## src/rtl/imul_share_arbiter_if.sv

```systemverilog
// rtl/imul_share_arbiter_if.sv - val/rdy request and response channel bundles
interface imul_share_arbiter_req_if #(parameter int p_nbits = 32);
  logic                 val;
  logic                 rdy;
  logic [2*p_nbits-1:0] msg;

  modport master (output val, output msg, input rdy);
  modport slave  (input val, input msg, output rdy);
endinterface

interface imul_share_arbiter_resp_if #(parameter int p_nbits = 32);
  logic               val;
  logic               rdy;
  logic [p_nbits-1:0] msg;

  modport master (output val, output msg, input rdy);
  modport slave  (input val, input msg, output rdy);
endinterface

```

## src/rtl/imul_share_arbiter.sv

```systemverilog
// rtl/imul_share_arbiter.sv - round-robin sharing of one val/rdy multiplier between two requesters
module imul_share_arbiter #(
  parameter int p_nbits     = 32,
  parameter int p_cnt_nbits = 16
) (
  input  logic                          i_clk,
  input  logic                          i_reset,
  imul_share_arbiter_req_if.slave       req0,
  imul_share_arbiter_req_if.slave       req1,
  imul_share_arbiter_resp_if.master     resp0,
  imul_share_arbiter_resp_if.master     resp1,
  imul_share_arbiter_req_if.master      mul_req,
  imul_share_arbiter_resp_if.slave      mul_resp,
  output logic [p_cnt_nbits-1:0]        o_cnt0,
  output logic [p_cnt_nbits-1:0]        o_cnt1
);

  typedef enum logic {IDLE, WAIT} state_t;

  localparam logic [p_cnt_nbits-1:0] lp_cnt_one = 1;

  state_t                 r_state;
  state_t                 w_state_next;
  logic                   r_owner;
  logic                   r_prio;
  logic [p_cnt_nbits-1:0] r_cnt0;
  logic [p_cnt_nbits-1:0] r_cnt1;
  logic                   w_grant;
  logic                   w_any;
  logic                   w_req_fire;
  logic                   w_resp_fire;

  always_ff @(posedge i_clk) begin
    if (i_reset) begin
      r_state <= IDLE;
      r_owner <= 1'b0;
      r_prio  <= 1'b0;
      r_cnt0  <= '0;
      r_cnt1  <= '0;
    end else begin
      r_state <= w_state_next;
      if (w_req_fire) begin
        r_owner <= w_grant;
        r_prio  <= ~w_grant;
      end
      if (w_resp_fire) begin
        if (r_owner) r_cnt1 <= r_cnt1 + lp_cnt_one;
        else         r_cnt0 <= r_cnt0 + lp_cnt_one;
      end
    end
  end

  // Grant is re-evaluated every IDLE cycle; nothing is committed until the multiplier accepts.
  always_comb begin
    w_state_next = r_state;
    w_any        = req0.val | req1.val;
    w_grant      = (req0.val & req1.val) ? r_prio : req1.val;
    w_req_fire   = 1'b0;
    w_resp_fire  = 1'b0;
    req0.rdy     = 1'b0;
    req1.rdy     = 1'b0;
    mul_req.val  = 1'b0;
    mul_req.msg  = '0;
    mul_resp.rdy = 1'b0;
    resp0.val    = 1'b0;
    resp0.msg    = '0;
    resp1.val    = 1'b0;
    resp1.msg    = '0;

    case (r_state)
      IDLE: begin
        if (w_any) begin
          mul_req.val = 1'b1;
          mul_req.msg = w_grant ? req1.msg : req0.msg;
          if (w_grant) req1.rdy = mul_req.rdy;
          else         req0.rdy = mul_req.rdy;
        end
        w_req_fire = w_any & mul_req.rdy;
        if (w_req_fire) w_state_next = WAIT;
      end
      WAIT: begin
        if (r_owner) begin
          resp1.val    = mul_resp.val;
          resp1.msg    = mul_resp.msg;
          mul_resp.rdy = resp1.rdy;
          w_resp_fire  = mul_resp.val & resp1.rdy;
        end else begin
          resp0.val    = mul_resp.val;
          resp0.msg    = mul_resp.msg;
          mul_resp.rdy = resp0.rdy;
          w_resp_fire  = mul_resp.val & resp0.rdy;
        end
        if (w_resp_fire) w_state_next = IDLE;
      end
      default: w_state_next = IDLE;
    endcase

    // Handshakes are suppressed while reset is held so nothing fires across it.
    if (i_reset) begin
      req0.rdy     = 1'b0;
      req1.rdy     = 1'b0;
      mul_req.val  = 1'b0;
      mul_resp.rdy = 1'b0;
      resp0.val    = 1'b0;
      resp1.val    = 1'b0;
      w_req_fire   = 1'b0;
      w_resp_fire  = 1'b0;
    end
  end

  assign o_cnt0 = r_cnt0;
  assign o_cnt1 = r_cnt1;

endmodule

```

## src/flat_wrapper.sv

```systemverilog
// flat-port wrapper written by rule: the top's interface ports become plain ports
module imul_share_arbiter_flat 
#(
  parameter int p_nbits     = 32,
  parameter int p_cnt_nbits = 16
)
  (i_clk, i_reset, o_cnt0, o_cnt1, req0_val, req0_msg, req0_rdy, req1_val, req1_msg, req1_rdy, resp0_val, resp0_msg, resp0_rdy, resp1_val, resp1_msg, resp1_rdy, mul_req_val, mul_req_msg, mul_req_rdy, mul_resp_val, mul_resp_msg, mul_resp_rdy);
  imul_share_arbiter_req_if #(.p_nbits(p_nbits)) req0_i ();
  imul_share_arbiter_req_if #(.p_nbits(p_nbits)) req1_i ();
  imul_share_arbiter_resp_if #(.p_nbits(p_nbits)) resp0_i ();
  imul_share_arbiter_resp_if #(.p_nbits(p_nbits)) resp1_i ();
  imul_share_arbiter_req_if #(.p_nbits(p_nbits)) mul_req_i ();
  imul_share_arbiter_resp_if #(.p_nbits(p_nbits)) mul_resp_i ();
  input  logic i_clk;
  input  logic i_reset;
  output logic [p_cnt_nbits-1:0] o_cnt0;
  output logic [p_cnt_nbits-1:0] o_cnt1;
  input wire logic [$bits(req0_i.val)-1:0] req0_val;
  input wire logic [$bits(req0_i.msg)-1:0] req0_msg;
  output wire logic [$bits(req0_i.rdy)-1:0] req0_rdy;
  input wire logic [$bits(req1_i.val)-1:0] req1_val;
  input wire logic [$bits(req1_i.msg)-1:0] req1_msg;
  output wire logic [$bits(req1_i.rdy)-1:0] req1_rdy;
  output wire logic [$bits(resp0_i.val)-1:0] resp0_val;
  output wire logic [$bits(resp0_i.msg)-1:0] resp0_msg;
  input wire logic [$bits(resp0_i.rdy)-1:0] resp0_rdy;
  output wire logic [$bits(resp1_i.val)-1:0] resp1_val;
  output wire logic [$bits(resp1_i.msg)-1:0] resp1_msg;
  input wire logic [$bits(resp1_i.rdy)-1:0] resp1_rdy;
  output wire logic [$bits(mul_req_i.val)-1:0] mul_req_val;
  output wire logic [$bits(mul_req_i.msg)-1:0] mul_req_msg;
  input wire logic [$bits(mul_req_i.rdy)-1:0] mul_req_rdy;
  input wire logic [$bits(mul_resp_i.val)-1:0] mul_resp_val;
  input wire logic [$bits(mul_resp_i.msg)-1:0] mul_resp_msg;
  output wire logic [$bits(mul_resp_i.rdy)-1:0] mul_resp_rdy;
  assign req0_i.val = req0_val;
  assign req0_i.msg = req0_msg;
  assign req0_rdy = req0_i.rdy;
  assign req1_i.val = req1_val;
  assign req1_i.msg = req1_msg;
  assign req1_rdy = req1_i.rdy;
  assign resp0_val = resp0_i.val;
  assign resp0_msg = resp0_i.msg;
  assign resp0_i.rdy = resp0_rdy;
  assign resp1_val = resp1_i.val;
  assign resp1_msg = resp1_i.msg;
  assign resp1_i.rdy = resp1_rdy;
  assign mul_req_val = mul_req_i.val;
  assign mul_req_msg = mul_req_i.msg;
  assign mul_req_i.rdy = mul_req_rdy;
  assign mul_resp_i.val = mul_resp_val;
  assign mul_resp_i.msg = mul_resp_msg;
  assign mul_resp_rdy = mul_resp_i.rdy;
  imul_share_arbiter #(.p_nbits(p_nbits), .p_cnt_nbits(p_cnt_nbits)) u_core (.i_clk(i_clk), .i_reset(i_reset), .req0(req0_i), .req1(req1_i), .resp0(resp0_i), .resp1(resp1_i), .mul_req(mul_req_i), .mul_resp(mul_resp_i), .o_cnt0(o_cnt0), .o_cnt1(o_cnt1));
endmodule
```

## config.mk

```make
export PLATFORM = sky130hd
export DESIGN_NAME = imul_share_arbiter_flat
export DESIGN_NICKNAME = d
export VERILOG_FILES = /design/src/rtl/imul_share_arbiter_if.sv /design/src/rtl/imul_share_arbiter.sv /design/src/flat_wrapper.sv
export SDC_FILE = /design/constraint.sdc
export NUM_CORES = 1
export LEC_CHECK = 0
export CAP_MARGIN = 15
export CORE_AREA = 8 8 123 125
export DETAILED_ROUTE_END_ITERATION = 10
export DIE_AREA = 0 0 131 133
export PLACE_DENSITY = 0.79
export SLEW_MARGIN = 10
export SYNTH_ARGS = -nofsm -noshare
export SYNTH_HDL_FRONTEND = slang
export SYNTH_SLANG_ARGS = --single-unit
```

## constraint.sdc

```tcl
create_clock -name i_clk -period 1.8 [get_ports i_clk]
set_clock_uncertainty 0.1 [all_clocks]
set_input_delay 0.27 -clock i_clk [delete_from_list [all_inputs] [get_ports i_clk]]
set_output_delay 0.27 -clock i_clk [all_outputs]
set_load 0.02 [all_outputs]
```

Word level (Yosys, flattened, before mapping)

Cells that the tools add are included.

Add/sub/neg operators: 2
Multiplexer cells: 37
Bitwise gates (word level): 8
Reduce and logical (&&, ||, !) cells: 2

Operators with widths:

| operator                                                        | number |
|---|---|
| 64-bit 2-to-1 mux                                               | 3 |
| 32-bit 2-to-1 mux                                               | 4 |
| 16-bit by 1-bit adder with 16-bit output, second input constant | 2 |
| 1-bit 2-to-1 mux                                                | 29 |
| 1-bit AND                                                       | 4 |
| 2-bit AND reduction                                             | 2 |
| 1-bit inverter                                                  | 3 |
| 1-bit one-hot mux with 2 select lines                           | 1 |
| 1-bit OR                                                        | 1 |

Bits in registers: 35
Input port bits: 168
Output and inout port bits: 166
Logic and storage cells: 54

Logic depth before layout (Yosys ltp)

Gate-level depths: netlist (run 1).

Depth in word-level cells: 6
Depth in mapped cells: 7
Mapped depth without buffers: 5

Least setup slack after synthesis (run 1)

Ideal clock, no wire load.

Path kind: flip-flop to flip-flop
From: register u_core.r_cnt1[0] (netlist: u_core.o_cnt1[0])
To: register u_core.r_cnt1[14] (netlist: u_core.o_cnt1[14])
Library setup time: 71 ps
Arrival: 1767 ps
Data required time: 1629 ps
Slack: -137 ps
Stages on the path, launching flop included: 6
Buffers on the path: 0
Clock period less this slack: 1937 ps
Cell sequence: dfxtp_1 > ha_1 > nand2_1 > or3_4 > or4_1 > a21oi_1

Cells in the longest elaborated chain, start to end: 1

RTL lines:

| what                                     | RTL line                 | source |
|---|---|---|
| from (decl)                              | imul_share_arbiter.sv:27 | `logic [p_cnt_nbits-1:0] r_cnt1;` |
| from (signal assigned)                   | imul_share_arbiter.sv:47 | `if (r_owner) r_cnt1 <= r_cnt1 + lp_cnt_one;` |
| 16-bit by 1-bit adder with 16-bit output | imul_share_arbiter.sv:47 |  |

Every way passes these cells.
A chain may end at the register's enable or synchronous reset.

Worst setup path after layout (run 1)

From: register u_core.r_prio
To: output mul_req_msg[42]

Cells in the longest elaborated chain, start to end: 4

RTL lines:

| what                   | RTL line                 | source |
|---|---|---|
| from (decl)            | imul_share_arbiter.sv:25 | `logic r_prio;` |
| from (signal assigned) | imul_share_arbiter.sv:44 | `r_prio <= ~w_grant;` |
| 1-bit 2-to-1 mux       | imul_share_arbiter.sv:57 | `w_grant = (req0.val & req1.val) ? r_prio : req1.val;` |
| 64-bit 2-to-1 mux      | imul_share_arbiter.sv:74 | `mul_req.msg = w_grant ? req1.msg : req0.msg;` |
| 64-bit 2-to-1 mux      | imul_share_arbiter.sv:72 | `if (w_any) begin` |
| 64-bit 2-to-1 mux      | imul_share_arbiter.sv:70 | `case (r_state)` |
| to (decl)              | flat_wrapper.sv:31       | `output wire logic [$bits(mul_req_i.msg)-1:0] mul_req_msg;` |

Every way passes these cells.

==> results.yml, run 1 <==
synth:
  yosys_register_bits: 35
  yosysUniqueCellTypes: 37
  synthArstFlopShare: 0
  ys_seq_area_frac: 0.234
  yosysTopAreaCell: "dfxtp_1"
  netlist.area_leader.share: 0.234
  synthesis.nets: 659
  synthAdderAreaFrac: 0.00834
  synth_xor_area_frac: 0.0438
  synth_top_family_by_area: "simple AND/OR/NAND/NOR gates"
  yosys_warnings: 0
  postSynthAreaPerCell_sq_um: 6.14
  yosys.area_share.simple: 0.462
  synth_flop_cell: "dfxtp_1"
  synth_area_sq_mm: 0.00300
  yosys-mux-area-fraction: 0.0104
  synthCells: 489
  synthTopCellsByArea: "dfxtp_1 (23%), nand2_1 (18%), a21oi_1 (14%), and2_1 (7.1%), and3_1 (6.9%)"
  synth-compound-area-share: 0.177
  synth_edf_count: 0
floorplanning:
  start_util: 0.229
  die-area_sq_mm: 0.0174
  core_area_sq_mm: 0.0131
  pin_count: 334
  die_x_um: 131
  die_h_um: 133
  rows: 42
setup_path:
  cp-end-kind: "output pin"
  critical_path_required_ns: 1.43
  timing.critical_path.buf_inv: 4
  critPathArrivalTime_ns: 1.62
  cp_slowest_cell: "dfxtp_4"
  path_max_fanout: 6
  cp-start-kind: "register"
  crit_type: "register to output pin"
  path_cells: "buf_4 > o21a_4 > buf_12 > clkbuf_16 > nand2_2 > a21oi_2 > buf_6"
  cp_top_family: "buffers and inverters"
  slowest_delay_ns: 0.37
clock_network:
  cts_buffer_depth: 2
  clock_sinks: 35
  cts_hold_buf: 0
  clk-insertion-delay-late_ns: 0.27
  cts_tree: "done"
  cts_buffers: 5
  clk_pin_slew_worst_paths_ns: 0.06
  cts_root_buf: "clkbuf_16"
  h-tree-depth: 2
grt:
  grt_max_degree: 24
  gr-usage-all-layers: 0.234
  grt_pass1_wl_um: 31300
  grt_pass1_vias: 5355
  gr-total-overflow: 0
  grt_antenna_before_repair: 1
finish:
  layout-drive-gt1-share: 0.473
  mostFrequentLayoutCells: "clkdlybuf4s50_1 (193), buf_6 (71), nand2_4 (59), buf_4 (57), a21oi_2 (53)"
  area_delta_synth_final_pct: 187
  finalNetCount: 1048
  finalInstanceArea_sq_mm: 0.00862
  post-route-util: 0.659
  layout_commonest_cell: "clkdlybuf4s50_1"
  fillers: 1002
placed_design:
  portBuffers: 333
  place.gp.congestion: 0.883
  dp_hpwl_um: 14900
  dpl-instance-area_sq_mm: 0.00704
pwr:
  p_leak_nw: 3.73
  swShare: 0.350
  ir_worst_vdd_v: 0.000308
  p_sw_mw: 1.40
  internal-power_mw: 2.60
  comb_power_share: 0.552
  clkPwrFrac: 0.251
  powerDensity_mw_per_mm2: 464
  p_seq_frac: 0.197
sta:
  setup_violations: 65
  timing.final.crit_share: 1.11
  rsz0062_at_grt: "true"
  slew_viol_final: 0
  fin_ws_ns: -0.191
  worstMarginPinSlew_ns: 0.357
  min_period_ns: 1.99
  fmax_ghz: 0.502
  fin_hold_ws_ns: 0.398
  final-hold-violation-count: 0
  tns_ns: -8.39
  slew_headroom: 0.760
detailed_routing:
  met2WireLength_um: 11800
  drc: 0
  first_pass_iters: 5
  routed.top_layer: "met4"
  first_iter_violations: 259
  ant_nets: 0
  routed_via_density: 4.87
  vias: 5142
  wire_per_inst_um: 21.7
  routed-wl-met3_um: 2100
  wl_um: 22900
  met1_length_um: 8430
run_status:
  status: "complete, but fails checks"
  violations: "negative setup slack"
hold_path:
  min_path_type: "register to register"
job:
  cap_violations: 0
==> layer usage <==
layer	global-route usage	vias to the layer above
met5	0	-
met4	0.0830	0
met3	0.0691	42
met2	0.419	260
met1	0.251	2409
li1	-	2431
==> sequential cells by signal, summed over array words and instances, names as in the netlist <==
register / flops
u_core.r_prio: 1
u_core.r_owner: 1
u_core.r_state: 1
u_core.o_cnt1: 16
u_core.o_cnt0: 16
==> synth_stat cells (7+ instances only) <==
cell type	n
a21oi_1	82
and2_1	34
and3_1	33
clkbuf_1	32
dfxtp_1	35
inv_1	10
nand2_1	141
nand3_1	11
nand4_1	9
nor2_1	24
o21ai_0	11
or3_1	9
xnor2_1	8
xor2_1	7
==> tightest hold or removal path: cells and delay by family, from the launching register on <==
family           cells  cell delay [ns]
AO/OA/AOI/OAI        1             0.06
AND/OR/NAND/NOR      1             0.06
flip-flops           1             0.33
==> through the flow <==
step / power [mW] / setup slack [ns] / instances
floorplan: 1.47 / -0.0655 / 489
global placement: 2.41 / -0.818 / 1010
detailed placement: 2.41 / -0.825 / 1010
CTS: 3.86 / -0.179 / 1045
global route: 4.15 / -0.242 / 1056
finish: 4.00 / -0.191 / 1056
==> final cells by class <==
class / instances / area [sq um] / share of cell area
inverters: 10 / 37.5 / 0.00435
repair buffers: 421 / 4360 / 0.506
multi-input cells: 405 / 3110 / 0.360
clock buffers: 6 / 139 / 0.0161
clock inverters: 2 / 35.0 / 0.00406
flip-flops and latches: 35 / 718 / 0.0833
diodes: 1 / 2.50 / 0.000290
well taps: 176 / 220 / 0.0255
==> worst paths after layout <==
kind / startpoint / endpoint / slack [ns] / cells past startpoint
worst max-delay path: u_core.r_prio$_SDFFE_PP0P_ / mul_req_msg[42] / -0.19 / 7
worst min-delay path: u_core.o_cnt0[1]$_SDFFE_PP0P_ / u_core.o_cnt0[1]$_SDFFE_PP0P_ / 0.40 / 2
worst max register to register: u_core.r_state$_SDFF_PP0_ / u_core.o_cnt1[10]$_SDFFE_PP0P_ / 0.02 / 5
worst min register to register: u_core.o_cnt0[1]$_SDFFE_PP0P_ / u_core.o_cnt0[1]$_SDFFE_PP0P_ / 0.40 / 2
==> power groups by stage <==
stage               Sequential [mW]  Clock (mW)  Combinational [mW]
floorplan                     0.802           0               0.670
global placement              0.805           0                1.60
detailed placement            0.805           0                1.60
CTS                           0.790        1.03                2.04
global route                  0.789        1.05                2.31
finish                        0.789        1.01                2.21
==> repair_timing <==
action,4_1_cts,5_1_grt
gates cloned,10,7
pin swaps,114,60
endpoints found under the hold margin,0,0
setup buffers,17,8
resized for setup,713,137
endpoints found under the setup margin,141,118
==> logic make-up after synthesis <==
| kind of cell | count (synthesis) |
|---|---|
| AND/OR/NAND/NOR | 284 |
| buffers and inverters | 49 |
| AO/OA/AOI/OAI | 101 |
| XOR/XNOR | 15 |
| multiplexers | 3 |
| adder cells (fa/ha/maj) | 2 |
| flip-flops | 35 |
(Power assumes the default switching activity.)
==> inputs of run 2 (changes only) <==
CORE_AREA = 2 2 128 130   (was 8 8 123 125)
DIE_AREA = 0 0 130 132   (was 0 0 131 133)
PLACE_DENSITY = 0.69   (was 0.79)
==> run 2 against run 1 <==
  * The flow still finishes with violations (negative setup slack)
  * Die area shrank 1.5%
  * Maximum frequency down 0.59%
  * Worst hold slack worse by 0.017 ns
  * Sequential share of layout area up 0.17 points
  * First-iteration DRC count down 31%
  * Via count is 1.6% lower
  * Power shrank 2.8%
  * Critical path type unchanged
  * Largest power group unchanged
==> results.yml, run 2 (same netlist as run 1, synthesis figures left out) <==
run_status:
  status: "complete, but fails checks"
  violations: "negative setup slack"
finish:
  post-route-util: 0.538
  area_delta_synth_final_pct: 182
  layout_commonest_cell: "clkdlybuf4s50_1"
  fillers: 1482
  mostFrequentLayoutCells: "clkdlybuf4s50_1 (193), buf_4 (75), buf_6 (71), a21oi_2 (60)"
  regArea_sq_um: 718
  finalInstanceArea_sq_mm: 0.00845
  multi_input_area_sq_mm: 0.00292
  layout-drive-gt1-share: 0.473
  finalNetCount: 1068
clock_network:
  cts_root_buf: "clkbuf_16"
  cts_buffer_depth: 2
  cts_hold_buf: 0
  h-tree-depth: 2
  cts_buffers: 5
  clock_sinks: 35
  clk_pin_slew_worst_paths_ns: 0.06
  clk-insertion-delay-late_ns: 0.28
  cts_tree: "done"
pwr:
  ir_worst_vdd_v: 0.000398
  p_seq_frac: 0.202
  swShare: 0.344
  comb_power_share: 0.539
  clkPwrFrac: 0.259
  powerDensity_mw_per_mm2: 460
  internal-power_mw: 2.55
  p_leak_nw: 3.70
  p_sw_mw: 1.34
sta:
  slew_viol_final: 0
  worstMarginPinSlew_ns: 0.396
  fmax_ghz: 0.499
  fin_ws_ns: -0.203
  timing.final.crit_share: 1.11
  slew_headroom: 0.736
  setup_violations: 71
  final-hold-violation-count: 0
  min_period_ns: 2.00
  rsz0062_at_grt: "true"
placed_design:
  place.gp.congestion: 0.826
  dpl-instance-area_sq_mm: 0.00721
  pre_cts_ws_ns: -0.797
  portBuffers: 333
  dp_hpwl_um: 13500
grt:
  grt_max_degree: 35
  gr-total-overflow: 0
  grt_pass1_wl_um: 26700
  gr-usage-all-layers: 0.196
  grt_pass1_vias: 4861
  grt_antenna_before_repair: 4
detailed_routing:
  routed_via_density: 4.52
  ant_nets: 0
  wire_per_inst_um: 16.9
  wl_um: 18900
  first_pass_iters: 6
  drc: 0
  first_iter_violations: 180
  vias: 5060
setup_path:
  slowest_delay_ns: 0.35
  path_max_fanout: 6
  crit_type: "register to output pin"
  r2r-end: "u_core.o_cnt0[10]$_SDFFE_PP0P_"
  cp-end-kind: "output pin"
  critPathArrivalTime_ns: 1.63
  cp_slowest_cell: "dfxtp_4"
  path_cells: "o21ai_4 > buf_12 > buf_12 > buf_8 > buf_8 > nand2_2 > a21oi_2 > buf_6"
  worstReg2RegStart: "u_core.r_owner$_SDFFE_PP0P_"
  critical_path_required_ns: 1.43
  cp-start-kind: "register"
  rrSetupSlack_ns: -0.04
  r2r_cells: 6
floorplanning:
  start_util: 0.191
  die-area_sq_mm: 0.0172
  die_x_um: 130
  core_area_sq_mm: 0.0157
  pin_count: 334
  rows: 46
  die_h_um: 132
job:
  cap_violations: 0
hold_path:
  hold_start: "u_core.o_cnt1[1]$_SDFFE_PP0P_"
  min_to: "u_core.o_cnt1[1]$_SDFFE_PP0P_"
  hold_depth: 2
  min_path_type: "register to register"
## run 2: what timing repair did
action	in CTS	in global routing
buffers inserted	29	13
endpoints found under the setup margin	145	129
pin swaps	76	65
gates resized for setup	590	230
gates cloned	8	4
## run 2: power groups by stage
stage / logic (mW) / registers [mW] / clock network, mW
global placement: 1.67 / 0.804 / 0
finish: 2.10 / 0.787 / 1.01
CTS: 1.92 / 0.787 / 1.03
detailed placement: 1.67 / 0.804 / 0
floorplan: 0.670 / 0.802 / 0
global route: 2.21 / 0.787 / 1.06
## run 2: worst max-delay path: cells and delay by family (launching register included)
kind,cells,cell delay [ns]
buf+inv,5,0.65
compound gates,2,0.30
flops,1,0.35
simple gates,1,0.06
## run 2: area by class of cell
class,count,share of cell area
Clock buffer,5,0.0148
Tap cell,216,0.0320
Timing Repair Buffer,441,0.512
Clock inverter,3,0.00518
Sequential cell,35,0.0850
Inverter,10,0.00444
Multi-Input combinational cell,405,0.345
Antenna cell,4,0.00118
## run 2: how the worst max path moves through the flow
stage                             startpoint                        endpoint  slack, ns
2_1_floorplan  u_core.o_cnt1[5]$_SDFFE_PP0P_  u_core.o_cnt1[14]$_SDFFE_PP0P_      -0.07
3_3_place_gp                        req0_val                 mul_req_msg[43]      -0.80
3_5_place_dp                        req0_val                 mul_req_msg[43]      -0.80
4_1_cts           u_core.r_prio$_SDFFE_PP0P_                 mul_req_msg[63]      -0.27
5_1_grt           u_core.r_prio$_SDFFE_PP0P_                 mul_req_msg[63]      -0.25
6_report          u_core.r_prio$_SDFFE_PP0P_                 mul_req_msg[63]      -0.20
## run 2: per-layer routing
layer | vias to the layer above | track usage | wire [um]
met5 | - | 0 | 0
met2 | 230 | 0.373 | 10100
met3 | 27 | 0.0398 | 1360
met4 | 0 | 0.0597 | 519
li1 | 2468 | - | -
met1 | 2335 | 0.215 | 6900
## run 2: stage by stage
| stage | cells | total power [mW] | hold slack [ns] | setup TNS, ns |
|---|---|---|---|---|
| after floorplan | 489 | 1.47 | 0.322 | -1.30 |
| after global placement | 1062 | 2.48 | 0.374 | -59.56 |
| after detailed placement | 1062 | 2.47 | 0.376 | -60.31 |
| after CTS | 1107 | 3.74 | 0.385 | -10.70 |
| after global routing | 1119 | 4.05 | 0.423 | -13.54 |
| final | 1119 | 3.89 | 0.381 | -8.68 |
==> inputs of run 3 (changes only) <==
CORE_AREA = 2 2 131 133   (was 2 2 128 130)
DIE_AREA = 0 0 133 135   (was 0 0 130 132)
PLACE_DENSITY = 0.65   (was 0.69)
clock period = 2.1 ns   (was 1.8 ns; I/O delays follow)
==> run 3 against run 2 <==
  * The run now ends clean
  * Power decreased by 30%
  * Setup slack better by 0.25 ns
  * Via count fell by 8.8%
  * First-iteration DRC count shrank 28%
  * Worst hold slack better by 0.0065 ns
  * Wire length fell by 9.0%
  * Die area increased by 4.6%
  * Sequential cell count is the same
  * Design area is 17% lower
  * Sequential power is 14% lower
  * Cell count is 5.5% lower
  * Non-clock buffer count fell by 61
==> results.yml, run 3 (same netlist as run 1, synthesis figures left out) <==
grt:
  gr-total-overflow: 0
  grt_pass1_wl_um: 25000
  grt_antenna_before_repair: 0
  grt_pass1_vias: 4322
  grt_max_degree: 35
  gr-usage-all-layers: 0.175
sta:
  fin_ws_ns: 0.0474
  fmax_ghz: 0.487
  setup_violations: 0
  min_period_ns: 2.05
  rsz0062_at_grt: "false"
  slew_viol_final: 0
  timing.final.crit_share: 0.977
  fin_hold_ws_ns: 0.387
  worstMarginPinSlew_ns: 0.347
  final-hold-violation-count: 0
  slew_headroom: 0.766
clock_network:
  cts_buffer_depth: 2
  cts_tree: "done"
  clock_sinks: 35
  clk_pin_slew_worst_paths_ns: 0.05
  cts_root_buf: "clkbuf_16"
  cts_buffers: 5
  clk-insertion-delay-late_ns: 0.28
  h-tree-depth: 2
job:
  cap_violations: 0
detailed_routing:
  first_iter_violations: 130
  wl_um: 17200
  routed_via_density: 4.36
  first_pass_iters: 6
  wire_per_inst_um: 16.3
  vias: 4614
  drc: 0
  ant_nets: 0
finish:
  mostFrequentLayoutCells: "clkdlybuf4s50_1 (199), nand2_1 (141), a21oi_1 (78), dlygate4sd2_1 (53), buf_4 (40)"
  layout-drive-gt1-share: 0.173
  num_antenna_cells: 0
  stdcell_count: 1058
  area_delta_synth_final_pct: 134
  post-route-util: 0.428
  finalNetCount: 1007
  fillers: 1728
  layout_commonest_cell: "clkdlybuf4s50_1"
pwr:
  p_seq_frac: 0.250
  internal-power_mw: 1.78
  clkPwrFrac: 0.281
  p_leak_nw: 3.27
  total_power_mw: 2.70
  p_sw_mw: 0.922
  swShare: 0.341
  powerDensity_mw_per_mm2: 385
  ir_worst_vdd_v: 0.000299
  comb_power_share: 0.468
setup_path:
  critical_path_required_ns: 1.68
  critPathArrivalTime_ns: 1.64
  cp-start-kind: "input port"
  cp_slowest_cell: "clkdlybuf4s15_2"
  path_max_fanout: 22
  slowest_delay_ns: 0.29
  crit_type: "input port to output pin"
  cp-end-kind: "output pin"
  path_cells: "dlygate4sd2_1 > inv_2 > o21ai_4 > buf_4 > buf_12 > nand2_1 > a21oi_1 > clkdlybuf4s15_2"
hold_path:
  min_path_type: "input port to register"
floorplanning:
  die_h_um: 135
  start_util: 0.183
  core_area_sq_mm: 0.0164
  pin_count: 334
  die-area_sq_mm: 0.0180
  rows: 47
  die_x_um: 133
placed_design:
  place.gp.congestion: 0.760
  pre_cts_ws_ns: -0.639
  dp_cells: 1044
  dp_hpwl_um: 13300
  portBuffers: 333
run_status:
  status: "finished, final reports clean"
-- run 3: cell types whose count changed in the layout (fill, tap and decap cells not counted), sizes merged --
| cell | change |
|---|---|
| buf | -102 |
| bufbuf | +1 |
| bufinv | -1 |
| clkbuf | -28 |
| clkdlybuf4s15 | +18 |
| clkdlybuf4s50 | +6 |
| clkinv | -1 |
| clkinvlp | +1 |
| diode | -4 |
| dlygate4sd2 | +37 |
| dlymetal6s2s | +8 |
-- run 3: layer usage --
metal  GRT usage  part of all wire
met1       0.224              0.43
met2       0.295              0.48
met3      0.0548             0.084
met4      0.0287            0.0070
met5           0                 0
-- run 3: timing repair --
| item | CTS | global route |
|---|---|---|
| setup endpoints to repair | 123 | 79 |
| buffers inserted | 3 | 0 |
| resized for setup | 252 | 51 |
| gates cloned | 3 | 0 |
| pin swaps | 1 | 2 |
| hold buffers | 0 | 0 |
-- run 3: critical path, delay by kind of cell --
family / cells / cell delay, ns
simple gates: 1 / 0.07
compound gates: 2 / 0.35
buf+inv: 5 / 0.91
-- run 3: power groups by stage --
stage                     clock, mW  sequential [mW]  combinational [mW]
after floorplan                   0            0.687               0.518
after global placement            0            0.689                1.31
after detailed placement          0            0.689                1.32
after CTS                     0.786            0.675                1.29
after global routing          0.821            0.677                1.35
final                         0.761            0.677                1.27
-- run 3: final timing paths --
| check | from | endpoint | slack, ns | cells past startpoint |
|---|---|---|---|---|
| setup / recovery | req0_val | mul_req_msg[24] | 0.05 | 8 |
| setup reg to reg | u_core.r_state$_SDFF_PP0_ | u_core.o_cnt1[14]$_SDFFE_PP0P_ | 0.18 | 5 |
| hold / removal | i_reset | u_core.r_state$_SDFF_PP0_ | 0.39 | 3 |
| hold reg to reg | u_core.o_cnt0[1]$_SDFFE_PP0P_ | u_core.o_cnt0[1]$_SDFFE_PP0P_ | 0.40 | 2 |
-- run 3: metrics by stage --
step / TNS, ns / area (sq um)
floorplan: 0 / 3000
global placement: -33.40 / 6900
detailed placement: -33.56 / 6900
CTS: 0 / 7120
global route: 0 / 7030
finish: 0 / 7030
-- run 3: area by class of cell --
cell class	instances	area [sq um]	share of cell area
Clock buffer	6	139	0.0198
Multi-Input combinational cell	405	2150	0.306
Inverter	10	37.5	0.00534
Timing Repair Buffer	380	3700	0.527
Tap cell	220	275	0.0392
Clock inverter	2	16.3	0.00231
Sequential cell	35	704	0.100
